File: config.mk
export PLATFORM = sky130hd
export DESIGN_NAME = decimal_key_arbiter
export DESIGN_NICKNAME = d
export VERILOG_FILES = /design/src/rtl/decimal_key_arbiter_pkg.sv /design/src/rtl/onehot_dec_encoder.sv /design/src/rtl/decimal_key_arbiter.sv
export SDC_FILE = /design/constraint.sdc
export NUM_CORES = 1
export LEC_CHECK = 0
export ABC_CLOCK_PERIOD_IN_PS = 11650
export CAP_MARGIN = 20
export CELL_PAD_IN_SITES_DETAIL_PLACEMENT = 1
export CELL_PAD_IN_SITES_GLOBAL_PLACEMENT = 1
export CORE_ASPECT_RATIO = 0.9
export CORE_MARGIN = 10
export CORE_UTILIZATION = 45
export CTS_CLUSTER_SIZE = 10
export DETAILED_ROUTE_END_ITERATION = 10
export HOLD_SLACK_MARGIN = 0.15
export PLACE_DENSITY = 0.9
export SETUP_SLACK_MARGIN = 0.1
export SLEW_MARGIN = 5
export SYNTH_ARGS = -nofsm -noshare
export SYNTH_HDL_FRONTEND = slang
export SYNTH_SLANG_ARGS = --single-unit
File: constraint.sdc
create_clock -name clk -period 11.65 [get_ports clk]
set_input_delay 1.165 -clock clk [delete_from_list [all_inputs] [get_ports clk]]
set_output_delay 1.165 -clock clk [all_outputs]
set_load 0.05 [all_outputs]
File: src/rtl/decimal_key_arbiter_pkg.sv
// Shared types and helpers for the decimal key arbiter.
// Holds key count, BCD width, FSM states and the round-robin pick.
package decimal_key_arbiter_pkg;

    localparam int NUM_KEYS = 10;
    localparam int BCD_W    = 4;
    // Search window: the key vector concatenated with itself so a
    // rotation by ptr is a plain part-select.
    localparam int RR_W     = 2 * NUM_KEYS;

    typedef enum logic [1:0] {
        ST_IDLE,
        ST_DEBOUNCE,
        ST_PRESENT,
        ST_RELEASE
    } state_t;

    // First set bit of req searching upward from ptr with wrap.
    // Returns 0 when req is zero; caller qualifies with |req.
    function automatic logic [BCD_W-1:0] rr_pick(
        input logic [NUM_KEYS-1:0] req,
        input logic [BCD_W-1:0]    ptr
    );
        logic [RR_W-1:0]     dbl;
        logic [NUM_KEYS-1:0] rot;
        logic [BCD_W-1:0]    idx;
        logic                found;
        dbl   = {req, req};
        rot   = dbl[{1'b0, ptr} +: NUM_KEYS];
        idx   = '0;
        found = 1'b0;
        for (int k = 0; k < NUM_KEYS; k++) begin
            if (!found && rot[k]) begin
                found = 1'b1;
                idx   = BCD_W'((int'(ptr) + k) % NUM_KEYS);
            end
        end
        return idx;
    endfunction

endpackage

File: src/rtl/onehot_dec_encoder.sv
// One-hot (10 lines) to BCD encoder; non-one-hot input gives 0.
// Ports: i_onehot[9:0] in, o_bcd[3:0] out.
module onehot_dec_encoder
    import decimal_key_arbiter_pkg::*;
(
    input  logic [NUM_KEYS-1:0] i_onehot,
    output logic [BCD_W-1:0]    o_bcd
);

    always_comb begin
        o_bcd = '0;
        case (i_onehot)
            10'b00_0000_0001: o_bcd = 4'd0;
            10'b00_0000_0010: o_bcd = 4'd1;
            10'b00_0000_0100: o_bcd = 4'd2;
            10'b00_0000_1000: o_bcd = 4'd3;
            10'b00_0001_0000: o_bcd = 4'd4;
            10'b00_0010_0000: o_bcd = 4'd5;
            10'b00_0100_0000: o_bcd = 4'd6;
            10'b00_1000_0000: o_bcd = 4'd7;
            10'b01_0000_0000: o_bcd = 4'd8;
            10'b10_0000_0000: o_bcd = 4'd9;
            default:          o_bcd = 4'd0;
        endcase
    end

endmodule

File: src/rtl/decimal_key_arbiter.sv
// Round-robin, debounced decimal key arbiter with valid/ready digit out.
// Ports: clk, rst (sync, high), req[9:0], out_ready -> grant[9:0],
// digit[3:0], digit_valid, busy, glitch.
module decimal_key_arbiter
    import decimal_key_arbiter_pkg::*;
#(
    parameter int DEBOUNCE = 4
) (
    input  logic                clk,
    input  logic                rst,
    input  logic [NUM_KEYS-1:0] req,
    input  logic                out_ready,
    output logic [NUM_KEYS-1:0] grant,
    output logic [BCD_W-1:0]    digit,
    output logic                digit_valid,
    output logic                busy,
    output logic                glitch
);

    localparam logic [7:0] CNT_LAST = 8'(DEBOUNCE - 1);

    state_t              r_state;
    state_t              w_next;
    logic [NUM_KEYS-1:0] r_grant;
    logic [BCD_W-1:0]    r_ptr;
    logic [7:0]          r_cnt;
    logic                r_glitch;

    logic [BCD_W-1:0]    w_digit;
    logic [BCD_W-1:0]    w_pick;
    logic                w_hit;
    logic                w_last;

    onehot_dec_encoder u_enc (
        .i_onehot (r_grant),
        .o_bcd    (w_digit)
    );

    assign w_pick = rr_pick(req, r_ptr);
    // Grant is one-hot, so masking req with it samples req[sel].
    assign w_hit  = |(req & r_grant);
    // cnt holds samples already seen; this sample completes the run.
    assign w_last = (r_cnt == CNT_LAST);

    always_ff @(posedge clk) begin
        if (rst) r_state <= ST_IDLE;
        else     r_state <= w_next;
    end

    always_comb begin
        w_next = r_state;
        case (r_state)
            ST_IDLE: begin
                if (|req) w_next = ST_DEBOUNCE;
            end
            ST_DEBOUNCE: begin
                if (!w_hit)     w_next = ST_IDLE;
                else if (w_last) w_next = ST_PRESENT;
            end
            ST_PRESENT: begin
                if (out_ready) w_next = ST_RELEASE;
            end
            ST_RELEASE: begin
                if (!w_hit && w_last) w_next = ST_IDLE;
            end
            default: w_next = ST_IDLE;
        endcase
    end

    always_comb begin
        digit_valid = (r_state == ST_PRESENT);
        busy        = (r_state != ST_IDLE);
    end

    always_ff @(posedge clk) begin
        if (rst) begin
            r_grant  <= '0;
            r_ptr    <= '0;
            r_cnt    <= '0;
            r_glitch <= 1'b0;
        end else begin
            r_glitch <= 1'b0;
            case (r_state)
                ST_IDLE: begin
                    if (|req) begin
                        r_grant <= NUM_KEYS'(1) << w_pick;
                        r_cnt   <= '0;
                    end
                end
                ST_DEBOUNCE: begin
                    if (!w_hit) begin
                        r_glitch <= 1'b1;
                        r_grant  <= '0;
                    end else begin
                        r_cnt <= r_cnt + 8'd1;
                    end
                end
                ST_PRESENT: begin
                    if (out_ready) r_cnt <= '0;
                end
                ST_RELEASE: begin
                    if (w_hit) begin
                        r_cnt <= '0;
                    end else if (w_last) begin
                        r_grant <= '0;
                        r_ptr   <= (w_digit == 4'd9) ? 4'd0
                                                     : w_digit + 4'd1;
                    end else begin
                        r_cnt <= r_cnt + 8'd1;
                    end
                end
                default: ;
            endcase
        end
    end

    assign grant  = r_grant;
    assign digit  = w_digit;
    assign glitch = r_glitch;

endmodule

== Yosys cells after proc, flatten, opt, wreduce, memory -nomap -nowiden ==
Cells that the tools add are included.
Operators by class
  bitwise gates (word level): 3
  $add $sub $neg: 11
  reduce and logical (&&, ||, !) cells: 30
  mux-type cells: 39
  equality and inequality tests: 23
  shift operators: 2
  div/mod/pow operators: 10
Operators with widths (count)
  32-bit by 5-bit remainder unit with 32-bit output (second input constant): 9
  4-bit 2-to-1 mux: 11
  10-bit 2-to-1 mux: 4
  8-bit 2-to-1 mux: 5
  4-bit one-hot mux with 9 select lines: 1
  5-bit by 5-bit remainder unit with 32-bit output (second input constant): 1
  8-bit one-hot mux with 4 select lines: 1
  10-bit one-hot mux with 3 select lines: 1
  4-bit by 3-bit adder with 5-bit output (second input constant): 4
  10-bit OR reduction: 2
  20-bit by 5-bit indexed part select with 10-bit output: 1
  2-bit != test (second input constant): 7
  4-bit by 2-bit adder with 5-bit output (second input constant): 2
  4-bit by 4-bit adder with 5-bit output (second input constant): 2
  10-bit bitwise AND: 1
  10-bit equality test (second input constant): 1
  10-bit by 2-bit equality test with 1-bit output (second input constant): 1
  10-bit by 3-bit equality test with 1-bit output (second input constant): 1
  10-bit by 4-bit equality test with 1-bit output (second input constant): 1
  10-bit by 5-bit equality test with 1-bit output (second input constant): 1
  10-bit by 6-bit equality test with 1-bit output (second input constant): 1
  10-bit by 7-bit equality test with 1-bit output (second input constant): 1
  10-bit by 8-bit equality test with 1-bit output (second input constant): 1
  10-bit by 9-bit equality test with 1-bit output (second input constant): 1
  22 further kinds: 57
Word-level totals
  bits in registers: 25
  logic and storage cells: 123
  output and inout bits: 17
  input port bits: 13

== Depth between registers and ports, before layout ==
Gate-level depths: netlist of run 1.
  word-level depth: 32
  depth in mapped cells: 19
  mapped depth without buffers: 16

== Hierarchy ==
Synthesis of run 1 repeated with hierarchy kept, for this count alone.
Second synthesis, totals
  cells, all modules: 637
  area, all modules: 4890.9 um^2
By module, submodules not included
  decimal_key_arbiter: cells each 612, area an instance 4730.8 um^2, instances 1
  onehot_dec_encoder: cells each 25, area an instance 160.2 um^2, instances 1

== Worst setup path before layout of run 1 ==
No wires, ideal clock.
  path type: flip-flop to output port
  start point: register r_grant[3] (netlist: grant[3])
  end point: output digit[1]
  required time: 10485 ps
  arrival time: 3121 ps
  path buffers: 1
  stages on the path, launching flop included: 7
  slack: 7364 ps
  cells stage by stage: dfxtp_1 > clkbuf_1 > xor2_1 > o21ai_0 > nor2_1 > a21oi_1 > nor4b_1
On the way
  cells in the longest elaborated chain, start to end: 2
RTL lines
  from (decl): line decimal_key_arbiter.sv:24  | logic [NUM_KEYS-1:0] r_grant;
  from (signal assigned): line decimal_key_arbiter.sv:86  | r_grant <= NUM_KEYS'(1) << w_pick;
  10-bit equality test (tied with other cells): line onehot_dec_encoder.sv:12  | case (i_onehot)
  4-bit one-hot mux with 9 select lines *: line onehot_dec_encoder.sv:12
  to (decl): line decimal_key_arbiter.sv:14  | output logic [BCD_W-1:0] digit,
Every way passes the cells marked *; elsewhere a longest branch is shown, timed or not.

== Final worst setup path of run 1 ==
  start point: register r_ptr[2]
  end point: register r_grant[8] (netlist: grant[8])
On the way
  cells in the longest elaborated chain, start to end: 32
RTL lines
  from (decl): line decimal_key_arbiter.sv:25  | logic [BCD_W-1:0] r_ptr;
  from (signal assigned): line decimal_key_arbiter.sv:106  | r_ptr <= (w_digit == 4'd9) ? 4'd0
  branches (longest 28 deep; another with 32-bit by 5-bit remainder unit with 32-bit output)
  4-bit 2-to-1 mux *: line decimal_key_arbiter_pkg.sv:33  | if (!found && rot[k]) begin
  1-bit by 4-bit left shift with 10-bit output *: line decimal_key_arbiter.sv:86
  10-bit 2-to-1 mux *: line decimal_key_arbiter.sv:85  | if (|req) begin
  10-bit one-hot mux with 3 select lines *: line decimal_key_arbiter.sv:83  | case (r_state)
Mark *: on every way between the ends. The select of a mux whose other input is x is not followed.
A chain may end at the register's enable or synchronous reset.

==> metrics, run 1 <==
clk_lat worst skew=0.26 ns; Hold Buf Count CTS=0; Longest Clk Path Bufs=2; clk sinks=25; Core Util, Final=0.502; skew final=0.00402 ns; Ports=30; syn_area_per_cell=7.44 um^2; max incr delay on CP=0.72 ns; number of flops mapped to enable cells by yosys=0; largest net degree at the start of global routing=50; critical path type=register to register; Finished Cell Area=0.00518 mm^2; hold path depth=2; Post-CTS Resized=0; Clk pwr share=0.327; DRC=0; initial drt markers=453; min cycle time layout=4.87 ns; fin crit share=0.418; required time of the critical path=11.77 ns; Area Overhead vs Synth=7.50%; sw frac=0.325; vias per inst=6.96; setup repair bufs after CTS=0; Crit. Startpoint=r_ptr[2]; Slew Limit Fails=0; Die Ht=118 um; filler instances=1,322; max-cap violations=0; diode count=0; Cell Area, Placed=0.00511 mm^2; R2R cell count=12; Worst-path clk slew=0.06 ns; WP data arrival=5.00 ns; worst hold path class=register to register; share of layout cells above drive strength 1=0.0867; post-synthesis sequential area ratio=0.104; total routed wirelength=17,300 um; syn_nets=696; combinational share of power=0.285; Seq pwr share=0.388; die area=0.0153 mm^2; PortBufs=29; DR WL/cell=22.3 um; leakage power=1.85 nW; yosys synthesis warning count=0; Cell Pwr Density=45.7 mW/mm^2; Final setup viols=0; drt pass-1 iters=5; hold_sp=r_cnt[7]; GRT overflow=0; Slew @ Worst Pin=0.851 ns; Die X=129 um; Post-Syn Area=0.00482 mm^2; Relative slew margins=0.429; Starting Density=0.467; Critical Path Slowest Stage Cell=a21oi_1; Root Buffer=clkbuf_16; Layout Nets=695; vias in the first global route=5,305; Max VDD drop=0.0505 mV; initial antenna violation count=1; most common flop cell mapped by yosys=dfxtp_1; CTS tree=built; synthesis-stage register bit count=25; final hold vios=0; Worst Setup Start Kind=register; antenna-violating nets left=0; Netlist cell types=88; Rows=35; RePlAce Congestion=0.940; P_sw=77.2 uW; status=finished, final reports clean; H-tree levels=1; vias after detailed routing=5,393; Post-synth ARST share=0; RSZ-0062 raised after global routing=no; Mapped Cells=648; Cell Chain, Critical Path=buf_4, inv_1, ha_1, a21oi_1, inv_1, ha_1, nand2b_1, or4_1, a311oi_1, o32ai_1, a31oi_1, o41ai_1; max frequency=0.205 GHz; TritonCTS Buffers=3; critical path fanouts, max=35; post-DP HPWL=13,000 um; Int Pwr=160 uW; Crit. End Element=register; TNS Setup=0 ns; Placeable Area=0.0103 mm^2; RR Startpoint=r_ptr[2]; Final Power=237 uW; Total GRT Usage=0.217; first-pass GRT wire length=28,000 um
## placed cells by master (no fill, tap or decap), types with 5 or more instances in the layout
cell type        Yosys  layout
or3_1                5       5
o22ai_1              9       9
a221oi_1             5       5
dfxtp_1             25      23
mux2_2               5       5
nand2b_1            13      13
mux2i_1             16      16
inv_1               21      21
nand3b_1             6       6
nor4_1               8       8
o21ai_1              5       5
and3_1               8       8
a31oi_1              8       8
o211ai_1             8       8
o22a_1               6       6
o31ai_1             10      10
nand2_1             52      52
nand4_1              7       7
xnor2_1             21      21
or2_2                8       8
xor2_1              11      11
clkdlybuf4s50_1      0      29
nor2b_1             11      11
a211oi_1            16      16
o21a_1               7       7
and4_1               5       5
mux4_2              11      11
a21oi_1             48      48
o21ai_0             38      38
ha_1                35      35
nor2_1              49      49
buf_4                4       7
nand3_1             12      12
nor3_1              22      22
o41ai_1              6       6
## metrics by stage
stage	hold WS [ns]	instances	worst slack [ns]
floorplan	0.472	648	7.36
global placement	0.497	771	7.16
detailed placement	0.515	771	6.94
CTS	0.530	775	6.85
global route	0.573	775	6.35
finish	0.525	775	6.78
## synthesized netlist by cell type, types with 9 or more instances
master     n  area [um^2]
nand2_1   52          195
nor2_1    49          184
a21oi_1   48          240
o21ai_0   38          190
ha_1      35          438
dfxtp_1   25          500
nor3_1    22          110
clkbuf_1  21         78.8
inv_1     21         78.8
xnor2_1   21          184
a211oi_1  16          120
mux2i_1   16          160
nand2b_1  13         81.3
nand3_1   12         60.1
mux4_2    11          248
nor2b_1   11         68.8
xor2_1    11         96.3
o31ai_1   10         75.1
o22ai_1    9         56.3
## power by group through the flow
stage	clock (mW)	combinational, mW	sequential, mW
3_5_place_dp	0	0.0656	0.0938
4_1_cts	0.0775	0.0664	0.0918
2_1_floorplan	0	0.0413	0.0951
6_report	0.0776	0.0676	0.0920
5_1_grt	0.0819	0.0721	0.0923
3_3_place_gp	0	0.0628	0.0934
## layout make-up
cell class | instances | area, um^2 | area share
tap | 129 | 161 | 0.0311
inverter | 25 | 93.8 | 0.0181
sequential | 25 | 503 | 0.0970
clock buffer | 4 | 78.8 | 0.0152
timing repair buffer | 36 | 343 | 0.0661
multi-input combinational | 556 | 4010 | 0.772
## path summary, 6_finish.rpt
path	slack [ns]	to
worst max-delay path	6.78	grant[8]
worst min-delay path	0.52	r_cnt[7]
worst max register to register	6.78	grant[8]
worst min register to register	0.52	r_cnt[7]
## worst max-delay path: cells and delay by family, from the launching register on
family | cells | cell delay [ns]
flops | 1 | 0.31
fa+ha+maj | 2 | 0.80
simple gates | 2 | 0.68
compound gates | 5 | 1.91
buf+inv | 3 | 1.04
## registers in the layout (all words and copies together) (netlist names), named ones only
signal / cells
grant: 10
r_cnt: 8
r_ptr: 4
glitch: 1
r_state: 1
## per-layer routing
layer  global-route usage  vias up  wire, um
met3               0.0304       33      1100
met4               0.0575        0       381
li1                     -     2472         -
met1                0.290     2680      7580
met2                0.354      208      8210
met5                    0        -         0
## cell families (layout without fill, tap and decap cells)
logic type                 count (synthesis)  in the layout  synth area share
AOI/OAI and AO/OA                        225            225             0.324
xor gates and xnor gates                  33             33            0.0615
adders and majority gates                 37             37            0.0949
buffers and inverters                     67             65            0.0659
DFF                                       25             25             0.104
muxes                                     35             35             0.107
and+or+nand+nor                          226            226             0.243
(Power assumes the default switching activity.)
==> run 2: changes to the inputs <==
- ABC_CLOCK_PERIOD_IN_PS: 11650 -> 5050
- clock period: 11.65 -> 5.05 ns (I/O delays scaled with it)
==> run 2 against run 1 <==
  * Hold slack about the same
  * Clock skew about the same
  * Non-clock buffer count is 8 higher
  * Clock-buffer cell count unchanged
  * Sequential share of layout area decreased by 0.11 points
  * Critical path depth grew 3
  * Register-to-register slack got worse by 6.1 ns
  * Fmax increased by 10%
  * Via count up 1.2%
  * Power grew 130%
  * Flip-flop and latch count stayed put
  * Final cell count is 1.0% higher
  * Critical endpoint is now grant[6]
  * Largest power group unchanged
==> metrics, run 2 (same netlist as run 1, synthesis figures left out) <==
GRT overflow=0 (unchanged); H-tree levels=1 (unchanged); DRC=0 (unchanged); Final Power=549 uW (was 237 uW); Finished Cell Area=0.00525 mm^2 (was 0.00518 mm^2); Starting Density=0.467 (unchanged); Die Ht=118 um (unchanged); max-cap violations=0 (unchanged); final setup margin=0.631 ns (was 6.78 ns); worst path buffer plus inverter count=3 (unchanged); Max VDD drop=0.155 mV (was 0.0505 mV); status=finished, final reports clean (unchanged); Cell Pwr Density=105 mW/mm^2 (was 45.7 mW/mm^2); Ports=30 (unchanged); hold_sp=r_cnt[7] (unchanged); Min-Delay Endpoint=r_cnt[7] (unchanged); R2R cell count=15 (was 12); WP data arrival=4.58 ns (was 5.00 ns); Critical Path Stages=15 (was 12); Hold Buf Count CTS=0 (unchanged); TNS Setup=0 ns (unchanged); initial antenna violation count=0 (was 1); area taken by multi-input logic gates=0.00401 mm^2 (unchanged); post-DP HPWL=13,300 um (was 13,000 um); Core Util, Final=0.508 (was 0.502); critical path fanouts, max=20 (was 35); required time of the critical path=5.21 ns (was 11.77 ns); antenna-violating nets left=0 (unchanged); Longest Clk Path Bufs=2 (unchanged); setup repair bufs after CTS=0 (unchanged); Slew Limit Fails=0 (unchanged); critical path type=register to register (unchanged); delay-heaviest family, CP=compound AO/OA/AOI/OAI gates (unchanged); Worst-path clk slew=0.07 ns (was 0.06 ns); drt pass-1 iters=5 (unchanged); Cell Chain, Critical Path=inv_1, buf_4, ha_1, nor2_1, inv_1, ha_1, nand2b_1, o31ai_1, nor2b_1, o21ai_0, a21oi_1, o221ai_1, a211oi_1, o221ai_1, o31ai_1 (was buf_4, inv_1, ha_1, a21oi_1, inv_1, ha_1, nand2b_1, or4_1, a311oi_1, o32ai_1, a31oi_1, o41ai_1); initial drt markers=552 (was 453); TritonCTS Buffers=3 (unchanged); final hold vios=0 (unchanged); die area=0.0153 mm^2 (unchanged); dpl ws=0.706 ns (was 6.94 ns); clk sinks=25 (unchanged); Inst Count DP=779 (was 771); Relative slew margins=0.412 (was 0.429); Root Buffer=clkbuf_16 (unchanged); vias per inst=6.97 (was 6.96); Post-Layout Cell Count=783 (was 775); clk_lat worst skew=0.26 ns (about the same); vias in the first global route=5,490 (was 5,305); Final setup viols=0 (unchanged); Die X=129 um (unchanged); vias after detailed routing=5,456 (was 5,393); largest net degree at the start of global routing=35 (was 50); Slew @ Worst Pin=0.876 ns (was 0.851 ns); max frequency=0.226 GHz (was 0.205 GHz); register-to-register setup slack=0.63 ns (was 6.78 ns); diode count=0 (unchanged); Crit. End Element=register (unchanged); Reg area=503 um^2 (unchanged); Placeable Area=0.0103 mm^2 (unchanged); Layout Nets=703 (was 695); first-pass GRT wire length=28,700 um (was 28,000 um); final hold slack=0.525 ns (about the same); Crit. Startpoint=r_ptr[2] (unchanged); RR Startpoint=r_ptr[2] (unchanged); leakage power=1.89 nW (was 1.85 nW); Total GRT Usage=0.221 (was 0.217); DR WL/cell=22.2 um (was 22.3 um); Critical Path Slowest Stage Cell=dfxtp_1 (was a21oi_1); skew final=0.00430 ns (was 0.00402 ns); Critical R2R Capture=grant[6] (was grant[8]); Area Overhead vs Synth=8.74% (was 7.50%); hold path depth=2 (unchanged); most common cell after layout, fill and taps aside=nand2_1 (unchanged); Worst Setup Start Kind=register (unchanged); worst hold path class=register to register (unchanged); max incr delay on CP=0.65 ns (was 0.72 ns); share of layout cells above drive strength 1=0.0979 (was 0.0867); min cycle time layout=4.42 ns (was 4.87 ns); Post-CTS Resized=0 (unchanged); Rows=35 (unchanged); PortBufs=29 (unchanged); CTS tree=built (unchanged); filler instances=1,303 (was 1,322); RSZ-0062 raised after global routing=no (unchanged); RePlAce Congestion=1.04 (was 0.940); max reg flops=10 (unchanged); fin crit share=0.875 (was 0.418); Cell Area, Placed=0.00517 mm^2 (was 0.00511 mm^2); total routed wirelength=17,400 um (was 17,300 um); commonest cells after routing, fill and taps aside=nand2_1, nor2_1, a21oi_1, o21ai_0, ha_1 (unchanged)
==> run 2: where the power goes <==
part | switching, mW | internal [mW] | leakage [nW]
sequential | 0.00920 | 0.202 | 0.204
combinational | 0.0989 | 0.0586 | 1.65
clock | 0.0719 | 0.108 | 0.0382
total | 0.180 | 0.369 | 1.89
==> run 2: how the worst max path moves through the flow <==
stage	end	slack, ns
2_1_floorplan	grant[2]	1.15
3_3_place_gp	grant[6]	1.10
3_5_place_dp	grant[6]	0.71
4_1_cts	grant[6]	0.68
5_1_grt	grant[6]	0.15
6_report	grant[6]	0.63
==> run 2: layout make-up <==
| type | instances | area share |
|---|---|---|
| flip-flops and latches | 25 | 0.0959 |
| well taps | 129 | 0.0308 |
| clock buffers | 4 | 0.0150 |
| multi-input cells | 556 | 0.764 |
| inverters | 25 | 0.0179 |
| repair buffers | 44 | 0.0768 |
==> run 2: layer usage <==
metal  global-route usage  part of all wire  vias up
met4               0.0526             0.016        0
met5                    0                 0        -
met3               0.0295             0.061       26
li1                     -                 -     2496
met2                0.362              0.47      204
met1                0.299              0.45     2730
==> run 2: tightest hold or removal path, cell delays in order, from the launching register on <==
cell     delay (ns)
dfxtp_1        0.35
xor2_1         0.07
nor2_1         0.07
